$ cat config.mk
export PLATFORM = sky130hd
export DESIGN_NAME = io_link_peer
export DESIGN_NICKNAME = d
export VERILOG_FILES = /design/src/rtl/io_link_peer.sv
export SDC_FILE = /design/constraint.sdc
export NUM_CORES = 1
export LEC_CHECK = 0
export CORE_MARGIN = 2
export CORE_UTILIZATION = 60
export CTS_CLUSTER_SIZE = 40
export DETAILED_ROUTE_END_ITERATION = 8
export PLACE_DENSITY = 0.78
export SLEW_MARGIN = 25
export SYNTH_ARGS = -nofsm -noshare
export SYNTH_HDL_FRONTEND = slang
export SYNTH_SLANG_ARGS = --single-unit
$ cat constraint.sdc
create_clock -name clk -period 4.9 [get_ports clk]
set_input_delay 0.98 -clock clk [delete_from_list [all_inputs] [get_ports clk]]
set_output_delay 0.98 -clock clk [all_outputs]
set_load 0.03 [all_outputs]
$ cat src/rtl/io_link_peer.sv
// io_link_peer: device-side endpoint of the CPU I/O link
// TX FIFO drained one word per link_tx_clk toggle; RX FIFO filled on valid link_rx_clk toggles.
module io_link_peer #(
   parameter int TX_WIDTH = 16,
   parameter int RX_WIDTH = 13,
   parameter int DEPTH    = 16,
   parameter int AW       = 4
) (
   input  logic                clk,
   input  logic                rst,
   input  logic [TX_WIDTH-1:0] dev_tx_data,
   input  logic                dev_tx_wr,
   output logic                dev_tx_full,
   input  logic                link_tx_clk,
   output logic [TX_WIDTH-1:0] link_tx_data,
   input  logic                link_rx_clk,
   input  logic [RX_WIDTH-1:0] link_rx_data,
   input  logic                link_rx_valid,
   output logic [RX_WIDTH-1:0] dev_rx_data,
   input  logic                dev_rx_rd,
   output logic                dev_rx_empty,
   output logic [1:0]          err_flags,
   input  logic                err_clr
);
   localparam int CW = AW + 1;

   logic [TX_WIDTH-1:0] tx_mem [DEPTH];
   logic [RX_WIDTH-1:0] rx_mem [DEPTH];

   logic                tx_arm_q, tx_arm_d, tx_clk_q, tx_clk_d;
   logic                rx_arm_q, rx_arm_d, rx_clk_q, rx_clk_d;
   logic [AW-1:0]       tx_rd_q, tx_rd_d, tx_wr_q, tx_wr_d;
   logic [AW-1:0]       rx_rd_q, rx_rd_d, rx_wr_q, rx_wr_d;
   logic [CW-1:0]       tx_cnt_q, tx_cnt_d, rx_cnt_q, rx_cnt_d;
   logic [TX_WIDTH-1:0] tx_data_q, tx_data_d;
   logic [RX_WIDTH-1:0] rx_data_q, rx_data_d;
   logic [1:0]          err_q, err_d;
   logic                tx_ev, tx_pop, tx_push, tx_err;
   logic                rx_ev, rx_req, rx_pop, rx_push, rx_err, rx_head_upd;

   always_comb begin
      tx_arm_d    = 1'b1;
      rx_arm_d    = 1'b1;
      tx_clk_d    = link_tx_clk;
      rx_clk_d    = link_rx_clk;
      tx_ev       = tx_arm_q & (link_tx_clk ^ tx_clk_q);
      tx_pop      = tx_ev & (tx_cnt_q != '0);
      // a same-cycle pop frees the slot a full FIFO would otherwise refuse
      tx_push     = dev_tx_wr & (dev_tx_data != '0) & ((tx_cnt_q != CW'(DEPTH)) | tx_pop);
      tx_err      = dev_tx_wr & ~tx_push;
      tx_rd_d     = tx_rd_q + AW'(tx_pop);
      tx_wr_d     = tx_wr_q + AW'(tx_push);
      tx_cnt_d    = tx_cnt_q + CW'(tx_push) - CW'(tx_pop);
      tx_data_d   = tx_ev ? (tx_pop ? tx_mem[tx_rd_q] : '0) : tx_data_q;
      rx_ev       = rx_arm_q & (link_rx_clk ^ rx_clk_q);
      rx_req      = rx_ev & link_rx_valid;
      rx_pop      = dev_rx_rd & (rx_cnt_q != '0);
      rx_push     = rx_req & ((rx_cnt_q != CW'(DEPTH)) | rx_pop);
      rx_err      = rx_req & ~rx_push;
      rx_rd_d     = rx_rd_q + AW'(rx_pop);
      rx_wr_d     = rx_wr_q + AW'(rx_push);
      rx_cnt_d    = rx_cnt_q + CW'(rx_push) - CW'(rx_pop);
      // new head may be the word being written this cycle, so bypass the array
      rx_head_upd = (rx_push & (rx_cnt_q == '0)) | (rx_pop & (rx_cnt_d != '0));
      rx_data_d   = rx_head_upd ? ((rx_push & (rx_wr_q == rx_rd_d)) ? link_rx_data : rx_mem[rx_rd_d])
                                : rx_data_q;
      err_d       = (err_clr ? 2'b00 : err_q) | {rx_err, tx_err};
   end

   always_ff @(posedge clk or posedge rst) begin
      if (rst) begin
         tx_arm_q  <= 1'b0;
         rx_arm_q  <= 1'b0;
         tx_clk_q  <= 1'b0;
         rx_clk_q  <= 1'b0;
         tx_rd_q   <= '0;
         tx_wr_q   <= '0;
         tx_cnt_q  <= '0;
         rx_rd_q   <= '0;
         rx_wr_q   <= '0;
         rx_cnt_q  <= '0;
         tx_data_q <= '0;
         rx_data_q <= '0;
         err_q     <= '0;
      end else begin
         tx_arm_q  <= tx_arm_d;
         rx_arm_q  <= rx_arm_d;
         tx_clk_q  <= tx_clk_d;
         rx_clk_q  <= rx_clk_d;
         tx_rd_q   <= tx_rd_d;
         tx_wr_q   <= tx_wr_d;
         tx_cnt_q  <= tx_cnt_d;
         rx_rd_q   <= rx_rd_d;
         rx_wr_q   <= rx_wr_d;
         rx_cnt_q  <= rx_cnt_d;
         tx_data_q <= tx_data_d;
         rx_data_q <= rx_data_d;
         err_q     <= err_d;
      end
   end

   always_ff @(posedge clk) begin
      if (tx_push) tx_mem[tx_wr_q] <= dev_tx_data;
      if (rx_push) rx_mem[rx_wr_q] <= link_rx_data;
   end

   assign dev_tx_full  = tx_cnt_q == CW'(DEPTH);
   assign dev_rx_empty = rx_cnt_q == '0;
   assign link_tx_data = tx_data_q;
   assign dev_rx_data  = rx_data_q;
   assign err_flags    = err_q;
endmodule

# Yosys cells after proc, flatten, opt, wreduce, memory -nomap -nowiden
# Memory sizes are Yosys's and may differ from the RTL's. A register that Yosys moved wholly into a read port is not among the register bits.
# Cells that the tools add are included.
[classes]
n_addsub = 8
eq_ne = 3
muxes = 6
n_bitwise = 20
reduce_logical = 5
[op_table]
columns = ["cell", "count"]
rows = [
  ["adder 4 x 1 -> 4 bit", 4],
  ["2-to-1 mux 16 bit", 1],
  ["nonzero test 16 bit", 1],
  ["nonzero test 5 bit", 3],
  ["bitwise AND 1 bit", 12],
  ["adder 5 x 1 -> 5 bit", 2],
  ["!= test 5 bit, second input constant", 2],
  ["subtractor 5 x 1 -> 5 bit", 2],
  ["equality test 5 bit, second input constant", 1],
  ["logical NOT 5 bit", 1],
  ["2-to-1 mux 1 bit", 4],
  ["bitwise OR 1 bit", 3],
  ["2-to-1 mux 2 bit", 1],
  ["NOT 1 bit", 2],
  ["bitwise OR 2 bit", 1],
  ["bitwise XOR 1 bit", 2],
]
[totals]
regBits = 47
ram_bits = 464
elab_cells = 55
n_memories = 2
[mem_list]
columns = ["memory", "words", "width", "read_ports", "rd_clocked_by_memory_dff", "write_ports", "line_no", "text"]
rows = [
  ["tx_mem", 16, 16, 1, 0, 1, "27", "logic [TX_WIDTH-1:0] tx_mem [DEPTH];"],
  ["rx_mem", 16, 13, 1, 1, 1, "28", "logic [RX_WIDTH-1:0] rx_mem [DEPTH];"],
]

# Logic depth before layout (Yosys ltp)
# Gate-level depths: netlist of run 1.
[logic_depth]
word_depth = 9
ltp_mapped = 16
depth_no_buf = 14

# Worst setup path before layout of run 1
# Ideal clock, no wire load.
[synth_timing]
path_kind = "register -> register"
startpoint = "reg rx_cnt_q[3]"
endpoint = "reg rx_data_q[0], in the netlist dev_rx_data[0] (read register of rx_mem)"
setup_ns = 0.141
arrival_ns = 3.597
t_required_ns = 4.759
path_slack_ns = 1.162
path_stages_with_launch = 16
path_buffers = 2
path_cell_list = "dfrtp_1 inv_1 ha_1 nor4b_2 nor2b_1 nand2_1 o21ai_0 ha_1 fa_1 xor2_1 or4_1 o31a_1 buf_2 clkbuf_1 nor2_1 a31oi_1"
[synth_via]
word_cells_on_any_way = 13
classes_between = "3 x add/sub; 1 x eq/ne; 6 x bitwise; 3 x reduce/logical"
[synth_rtl]
columns = ["item", "line_no", "text"]
rows = [
  ["start: declaration", "34", "logic [CW-1:0] tx_cnt_q, tx_cnt_d, rx_cnt_q, rx_cnt_d;"],
  ["start signal: assignment", "95", "rx_cnt_q <= rx_cnt_d;"],
  ["logical NOT 5 bit", "-", ""],
  ["net dev_rx_empty", "21", "output logic dev_rx_empty,"],
  ["bitwise AND 1 bit", "64", "rx_head_upd = (rx_push & (rx_cnt_q == '0)) | (rx_pop & (rx_cnt_d != '0));"],
  ["bitwise OR 1 bit", "64", ""],
  ["end: declaration", "36", "logic [RX_WIDTH-1:0] rx_data_q, rx_data_d;"],
]
# The timed path passes the listed nets, and every way through them passes these cells.
# A chain may end at the register's enable or synchronous reset.

# Worst setup path after layout of run 1
[layout_timing]
startpoint = "in link_rx_clk"
endpoint = "reg rx_data_q[4], in the netlist dev_rx_data[4] (read register of rx_mem)"
[layout_via]
elab_chain_cells = 9
word_cells_on_any_way = 10
classes_between = "2 x add/sub; 7 x bitwise; 1 x reduce/logical"
[layout_rtl]
columns = ["item", "line_no", "text"]
rows = [
  ["start: declaration", "16", "input logic link_rx_clk,"],
  ["bitwise XOR 1 bit", "55", "rx_ev = rx_arm_q & (link_rx_clk ^ rx_clk_q);"],
  ["bitwise AND 1 bit", "55", ""],
  ["bitwise AND 1 bit", "56", "rx_req = rx_ev & link_rx_valid;"],
  ["bitwise AND 1 bit", "58", "rx_push = rx_req & ((rx_cnt_q != CW'(DEPTH)) | rx_pop);"],
  ["adder 5 x 1 -> 5 bit", "62", "rx_cnt_d = rx_cnt_q + CW'(rx_push) - CW'(rx_pop);"],
  ["subtractor 5 x 1 -> 5 bit", "62", ""],
  ["net rx_cnt_d[1]", "34", ""],
  ["nonzero test 5 bit", "64", ""],
  ["bitwise AND 1 bit", "64", ""],
  ["bitwise OR 1 bit", "64", ""],
]
# The timed path passes the listed nets, and every way through them passes these cells.

==> results of run 1 <==
==> cell usage in the layout, fill, tap and decap left out, types with 4 or more instances in the layout <==
cell,count
a22oi_1,26
clkinv_2,14
nor2_1,36
mux4_1,20
nand2b_1,4
edfxtp_1,464
clkinv_1,6
xor2_1,10
xnor2_1,11
bufinv_16,4
buf_4,52
dfrtp_1,58
nand2_1,24
nand3_1,8
clkdlybuf4s50_1,69
a21o_1,17
a21oi_1,4
mux4_2,112
ha_1,16
clkbuf_1,12
a22o_1,16
nor4_1,4
a31oi_1,13
nor3_2,8
inv_1,14
clkbuf_16,53
nor2_2,13
==> worst paths after layout <==
| path | startpoint | endpoint | slack (ns) | cells past startpoint |
|---|---|---|---|---|
| worst max-delay path | link_rx_clk | dev_rx_data[4] | 0.98 | 11 |
| worst min-delay path | link_tx_data[10] | link_tx_data[10] | 0.51 | 1 |
| worst max register to register | rx_cnt_q[2] | dev_rx_data[4] | 1.16 | 13 |
| worst min register to register | link_tx_data[10] | link_tx_data[10] | 0.51 | 1 |
| max in group asynchronous | rst | dev_rx_data[3] | 3.06 | 3 |
| min in group asynchronous | rst | link_tx_data[6] | 0.86 | 2 |
==> cell type report <==
| type | instances | area share [%] |
|---|---|---|
| Clock buffer | 67 | 5.94 |
| Tap cell | 448 | 2.38 |
| Clock inverter | 28 | 1.05 |
| Multi-Input combinational cell | 365 | 20.0 |
| Inverter | 15 | 0.239 |
| Timing Repair Buffer | 124 | 4.84 |
| Sequential cell | 524 | 65.6 |
==> power by group <==
group,switching (W),internal [W],total (W)
clock,0.00159,0.00222,0.00382
combinational,0.00221,0.00214,0.00436
sequential,0.000446,0.00538,0.00583
==> per-layer routing <==
layer | vias to the layer above | track usage (%) | share of wire, %
met5 | - | 0 | 0.027
met4 | 2 | 6.37 | 1.8
met3 | 71 | 6.02 | 9.1
met2 | 543 | 40.4 | 49
met1 | 5284 | 37.0 | 40
li1 | 4207 | - | -
==> cells by family after synthesis <==
group | after synthesis | synth area share, %
adders and majority gates | 20 | 1.30
other | 1 | 0.0184
and+or+nand+nor | 108 | 2.47
xor gates and xnor gates | 22 | 0.982
muxes | 132 | 14.9
DFF | 524 | 75.7
buffers and inverters | 59 | 1.63
AOI/OAI and AO/OA | 82 | 2.95
==> state kept, by name, summed over array words and instances, names as in the netlist, 2 cells and up <==
| signal | flops |
|---|---|
| rx_rd_q | 4 |
| tx_mem | 256 |
| tx_wr_q | 4 |
| tx_cnt_q | 5 |
| rx_cnt_q | 5 |
| tx_rd_q | 4 |
| link_tx_data | 16 |
| rx_mem | 208 |
| err_flags | 2 |
| dev_rx_data | 13 |
| rx_wr_q | 4 |
==> metrics by stage <==
step           total power [W]  setup slack (ns)  std cells  hold slack, ns  util, %
3_3_place_gp            0.0101             0.502       1476           0.490     65.3
6_report                0.0140             0.980       1571           0.508     70.2
3_5_place_dp            0.0102             0.346       1476           0.493     65.3
4_1_cts                 0.0141             0.830       1571           0.511     70.2
5_1_grt                 0.0145             0.819       1571           0.529     70.2
2_1_floorplan          0.00888              1.16        948           0.472        -
==> run summary, run 1 <==
### Timing
* **setup TNS** 0 ns
* **number of pins exceeding their max-slew limit in the final report** 0
* **highest achievable clock rate** 0.255 GHz
* **setup repair after global routing missed its margin** no
* **worst clock skew on the final layout** 0.0134 ns
* **slew at the pin with the worst max-slew slack** 1.07 ns
* **final clock period utilization by the worst path** 80.0%
* **final-report setup violation count** 0
* **Hold Fails Final Rpt** 0
* **min Tclk post-route** 3.92 ns
* **worst relative slew slack** 28.9%

### Final layout
* **nets@finish** 1138
* **layout overhead on the synthesized area** 15.5%
* **Filler cells** 1920
* **fraction of layout cells with a size suffix above 1** 24.4%
* **multi-input combinational cell area** 0.00471 mm^2
* **sequential cell area in the final layout** 0.0154 mm^2
* **total inserted antenna cells** 0
* **final instance area** 0.0236 mm^2

### Clock tree
* **number of buffers inserted to repair setup after CTS** 0
* **clock-pin slew reported for the worst setup and hold paths after clock tree synthesis** 0.06 ns
* **htree depth** 2
* **clock latency of the later-clocked register in the worst-skew pair** 0.56 ns
* **clk sinks** 524
* **PostCTS Resize Cnt** 0
* **total CTS buffers** 51
* **buffer depth of the longest clock path** 3
* **Clock Tree Root** clkbuf_16
* **CTS tree** yes
* **number of buffers inserted for hold repair after clock tree synthesis** 0

### Global route
* **Global Route Usage Sum** 25.5%
* **pin count of the biggest net entering global routing** 41
* **antenna violations before repair** 1
* **wire length of the first global-routing pass** 65900 um
* **number of global-route vias before repair** 10400
* **total gr overflow** 0

### Place
* **Buffers on Ports** 69
* **final weighted congestion in routability-driven placement** 0.810
* **hpwl dp** 25000 um
* **area after detailed placement** 0.0219 mm^2

### Synthesis
* **synth top area cells** edfxtp_1 68%, mux4_2 12%, dfrtp_1 7.4%
* **part of the Yosys area used for sequential elements** 75.7%
* **Synth Warn #** 0
* **number of storage elements in the synthesis netlist** 524
* **most frequent cells after synthesis** 464 x edfxtp_1, 112 x mux4_2, 60 x dfrtp_1
* **Synth Net Count** 1005
* **post-synth cell types** 41
* **Main synth FF type** edfxtp_1
* **synthesized area** 0.0204 mm^2
* **area share of the largest cell type after synthesis** 68.3%
* **share of async-settable or async-resettable flops after synthesis** 11.5%
* **Avg Cell Area, Syn** 21.5 um^2
* **most frequent cell after synthesis** edfxtp_1
* **Post-Synthesis Cells** 948
* **Post-synth EDFFs** 464
* **dominant cell type by area after synthesis** edfxtp_1

### Setup path
* **Crit Path Max Fanout** 26
* **data required time of the worst path** 5.28 ns
* **CP Launch Type** input pin
* **critical path, cell by cell** clkdlybuf4s50_1, xor2_1, and3_1, nand2_1, o21ai_0, ha_1, fa_1, or4_1, o31a_2, nor2_1, a31oi_1
* **Worst path top cell family by delay** simple AND/OR/NAND/NOR gates
* **Critical Path Max Stage Delay** 0.54 ns
* **Critical Path AT** 4.30 ns
* **Crit-path slowest cell** or4_1
* **Worst setup EP type** register
* **count of buffering cells on the critical path with inverters included** 1
* **critical path type** in -> reg

### Routing
* **Routed Wire Length** 44000 um
* **antenna viol nets, final** 0
* **per-cell via count in the routed design** 6.43
* **post-detailed-route wirelength per cell** 28.0 um
* **number of DRC violations after detailed-routing iteration 0** 1123
* **residual DRC count** 0
* **total number of vias** 10100
* **Pre-antenna DRT Iters** 6

### Pwr
* **IR Drop Worst-Case VDD** 527 uV
* **Leak Pwr** 7.91 nW
* **power density normalized to cell area** 594 mW/mm^2

### Floorplan
* **chip width** 188 um
* **count of boundary I/O pins** 70
* **Starting Density** 60.8%
* **area of the core** 0.0335 mm^2
* **std cell rows** 67
* **overall die area** 0.0355 mm^2
* **Die Height** 188 um

### Run status
* **status** finished clean

### Hold path
* **type of the tightest min-delay check** reg -> reg

### Flow run
* **Max-cap violations** 0

No activity file was read; power rests on OpenSTA's default activity.
==> inputs of run 2 (changes only) <==
- clock period: 4.9 -> 3.8 ns (I/O delays scaled with it)
==> run summary, run 2 (synthesis gave the netlist of run 1 again) <==
### Run status
* **status** finished clean

### Setup path
* **CP Launch Type** register
* **most numerous cell on the critical path** ha_1
* **count of buffering cells on the critical path with inverters included** 2, +1
* **Critical Path Max Stage Delay** 0.46 ns, -0.08 ns
* **critical path, cell by cell** inv_1, ha_1, nor4b_2, nor2b_1, nand2_1, o21ai_0, ha_1, fa_1, xor2_1, or4_1, o31a_1, buf_12, a31oi_1
* **Crit-path slowest cell** fa_1
* **Crit Path Max Fanout** 26, unchanged
* **Worst setup EP type** register
* **data required time of the worst path** 4.26 ns, -1.02 ns
* **critical path type** reg -> reg
* **Worst path top cell family by delay** simple AND/OR/NAND/NOR gates
* **Critical Path AT** 3.83 ns, -0.47 ns

### Clock tree
* **PostCTS Resize Cnt** 0, unchanged
* **htree depth** 2, unchanged
* **buffer depth of the longest clock path** 3, unchanged
* **clock-pin slew reported for the worst setup and hold paths after clock tree synthesis** 0.06 ns, about the same
* **clock latency of the later-clocked register in the worst-skew pair** 0.57 ns, about the same
* **CTS tree** yes
* **number of buffers inserted for hold repair after clock tree synthesis** 0, unchanged
* **total CTS buffers** 52, +2.0%
* **Clock Tree Root** clkbuf_16
* **number of buffers inserted to repair setup after CTS** 0, unchanged
* **clk sinks** 524, unchanged

### Floorplan
* **Starting Density** 60.8%, unchanged
* **area of the core** 0.0335 mm^2, unchanged
* **count of boundary I/O pins** 70, unchanged
* **Die Height** 188 um, unchanged
* **std cell rows** 67, unchanged
* **chip width** 188 um, unchanged
* **overall die area** 0.0355 mm^2, unchanged

### Timing
* **final-report setup violation count** 0, unchanged
* **worst clock skew on the final layout** 0.0161 ns, +0.00272 ns
* **worst relative slew slack** 32.7%, +3.8 points
* **setup TNS** 0 ns, unchanged
* **number of pins exceeding their max-slew limit in the final report** 0, unchanged
* **setup repair after global routing missed its margin** no
* **final clock period utilization by the worst path** 88.9%
* **slew at the pin with the worst max-slew slack** 1.01 ns, -0.0568 ns
* **highest achievable clock rate** 0.296 GHz
* **min Tclk post-route** 3.38 ns
* **Hold Fails Final Rpt** 0, unchanged

### Place
* **final weighted congestion in routability-driven placement** 0.782, -3.4%
* **Buffers on Ports** 69, unchanged
* **area after detailed placement** 0.0221 mm^2, +0.95%
* **hpwl dp** 25900 um, +3.5%

### Routing
* **Routed Wire Length** 44700 um, +1.5%
* **Pre-antenna DRT Iters** 5, -1
* **residual DRC count** 0, unchanged
* **antenna viol nets, final** 0, unchanged
* **post-detailed-route wirelength per cell** 28.2 um, +0.49%
* **per-cell via count in the routed design** 6.43, about the same
* **number of DRC violations after detailed-routing iteration 0** 1229, +9.4%
* **total number of vias** 10200, +0.96%

### Final layout
* **layout overhead on the synthesized area** 16.5%
* **Largest register FFs** 256, unchanged
* **register with the highest flop count** tx_mem
* **post-route core utilization** 70.8%, +0.56 points
* **fraction of layout cells with a size suffix above 1** 24.7%, +0.29 points
* **final instance area** 0.0237 mm^2, +0.80%
* **total inserted antenna cells** 0, unchanged
* **highest-count cells in the layout ignoring fill and taps** 464 x edfxtp_1, 112 x mux4_2, 69 x clkdlybuf4s50_1
* **leading cell type in the layout, fill and taps excluded** edfxtp_1
* **nets@finish** 1155, +1.5%

### Global route
* **antenna violations before repair** 0, -1
* **Global Route Usage Sum** 25.9%, +0.34 points
* **number of global-route vias before repair** 10500, +1.1%
* **total gr overflow** 0, unchanged
* **wire length of the first global-routing pass** 66900 um, +1.5%
* **pin count of the biggest net entering global routing** 42, +2.4%

### Pwr
* **IR Drop Worst-Case VDD** 825 uV, +57%
* **power density normalized to cell area** 764 mW/mm^2, +29%
* **Leak Pwr** 7.99 nW, +1.0%

### Hold path
* **type of the tightest min-delay check** reg -> reg

### Flow run
* **Max-cap violations** 0, unchanged

[run 2: report_power, final]
group          switching [W]  internal, W
Combinational        0.00287      0.00284
Clock                0.00203      0.00287
Sequential          0.000602      0.00694
[run 2: per-layer routing]
layer  GRT usage, %  wire (um)  share of wire [%]
met1           38.4      18100                 41
met2           41.1      22000                 49
met5              0          0                  0
met4           6.52        888                2.0
met3           4.41       3700                8.3
[run 2: worst paths after layout]
kind,slack [ns],start,to,cells after the start
max,0.42,rx_cnt_q[2],dev_rx_data[10],13
min,0.51,link_tx_data[11],link_tx_data[11],1
max reg2reg,0.42,rx_cnt_q[2],dev_rx_data[10],13
min reg2reg,0.51,link_tx_data[11],link_tx_data[11],1
max in group asynchronous,2.19,rst,dev_rx_data[5],3
min in group asynchronous,0.66,rst,link_tx_data[8],2
[run 2: cell type report]
cell class / instances / area [um^2]
Timing Repair Buffer: 140 / 1340
Sequential cell: 524 / 15400
Multi-Input combinational cell: 365 / 4720
Tap cell: 448 / 561
Fill cell: 1895 / 9790
Inverter: 15 / 56.3
Clock inverter: 21 / 205
Clock buffer: 73 / 1420
[run 2: metrics by stage]
| stage | worst slack (ns) | std cells | total power, W | hold WS (ns) |
|---|---|---|---|---|
| floorplan | 0.0624 | 948 | 0.0115 | 0.472 |
| global placement | 0.0149 | 1492 | 0.0132 | 0.488 |
| detailed placement | -0.0829 | 1492 | 0.0133 | 0.498 |
| CTS | 0.390 | 1586 | 0.0182 | 0.512 |
| global route | 0.169 | 1586 | 0.0188 | 0.534 |
| finish | 0.424 | 1586 | 0.0182 | 0.506 |
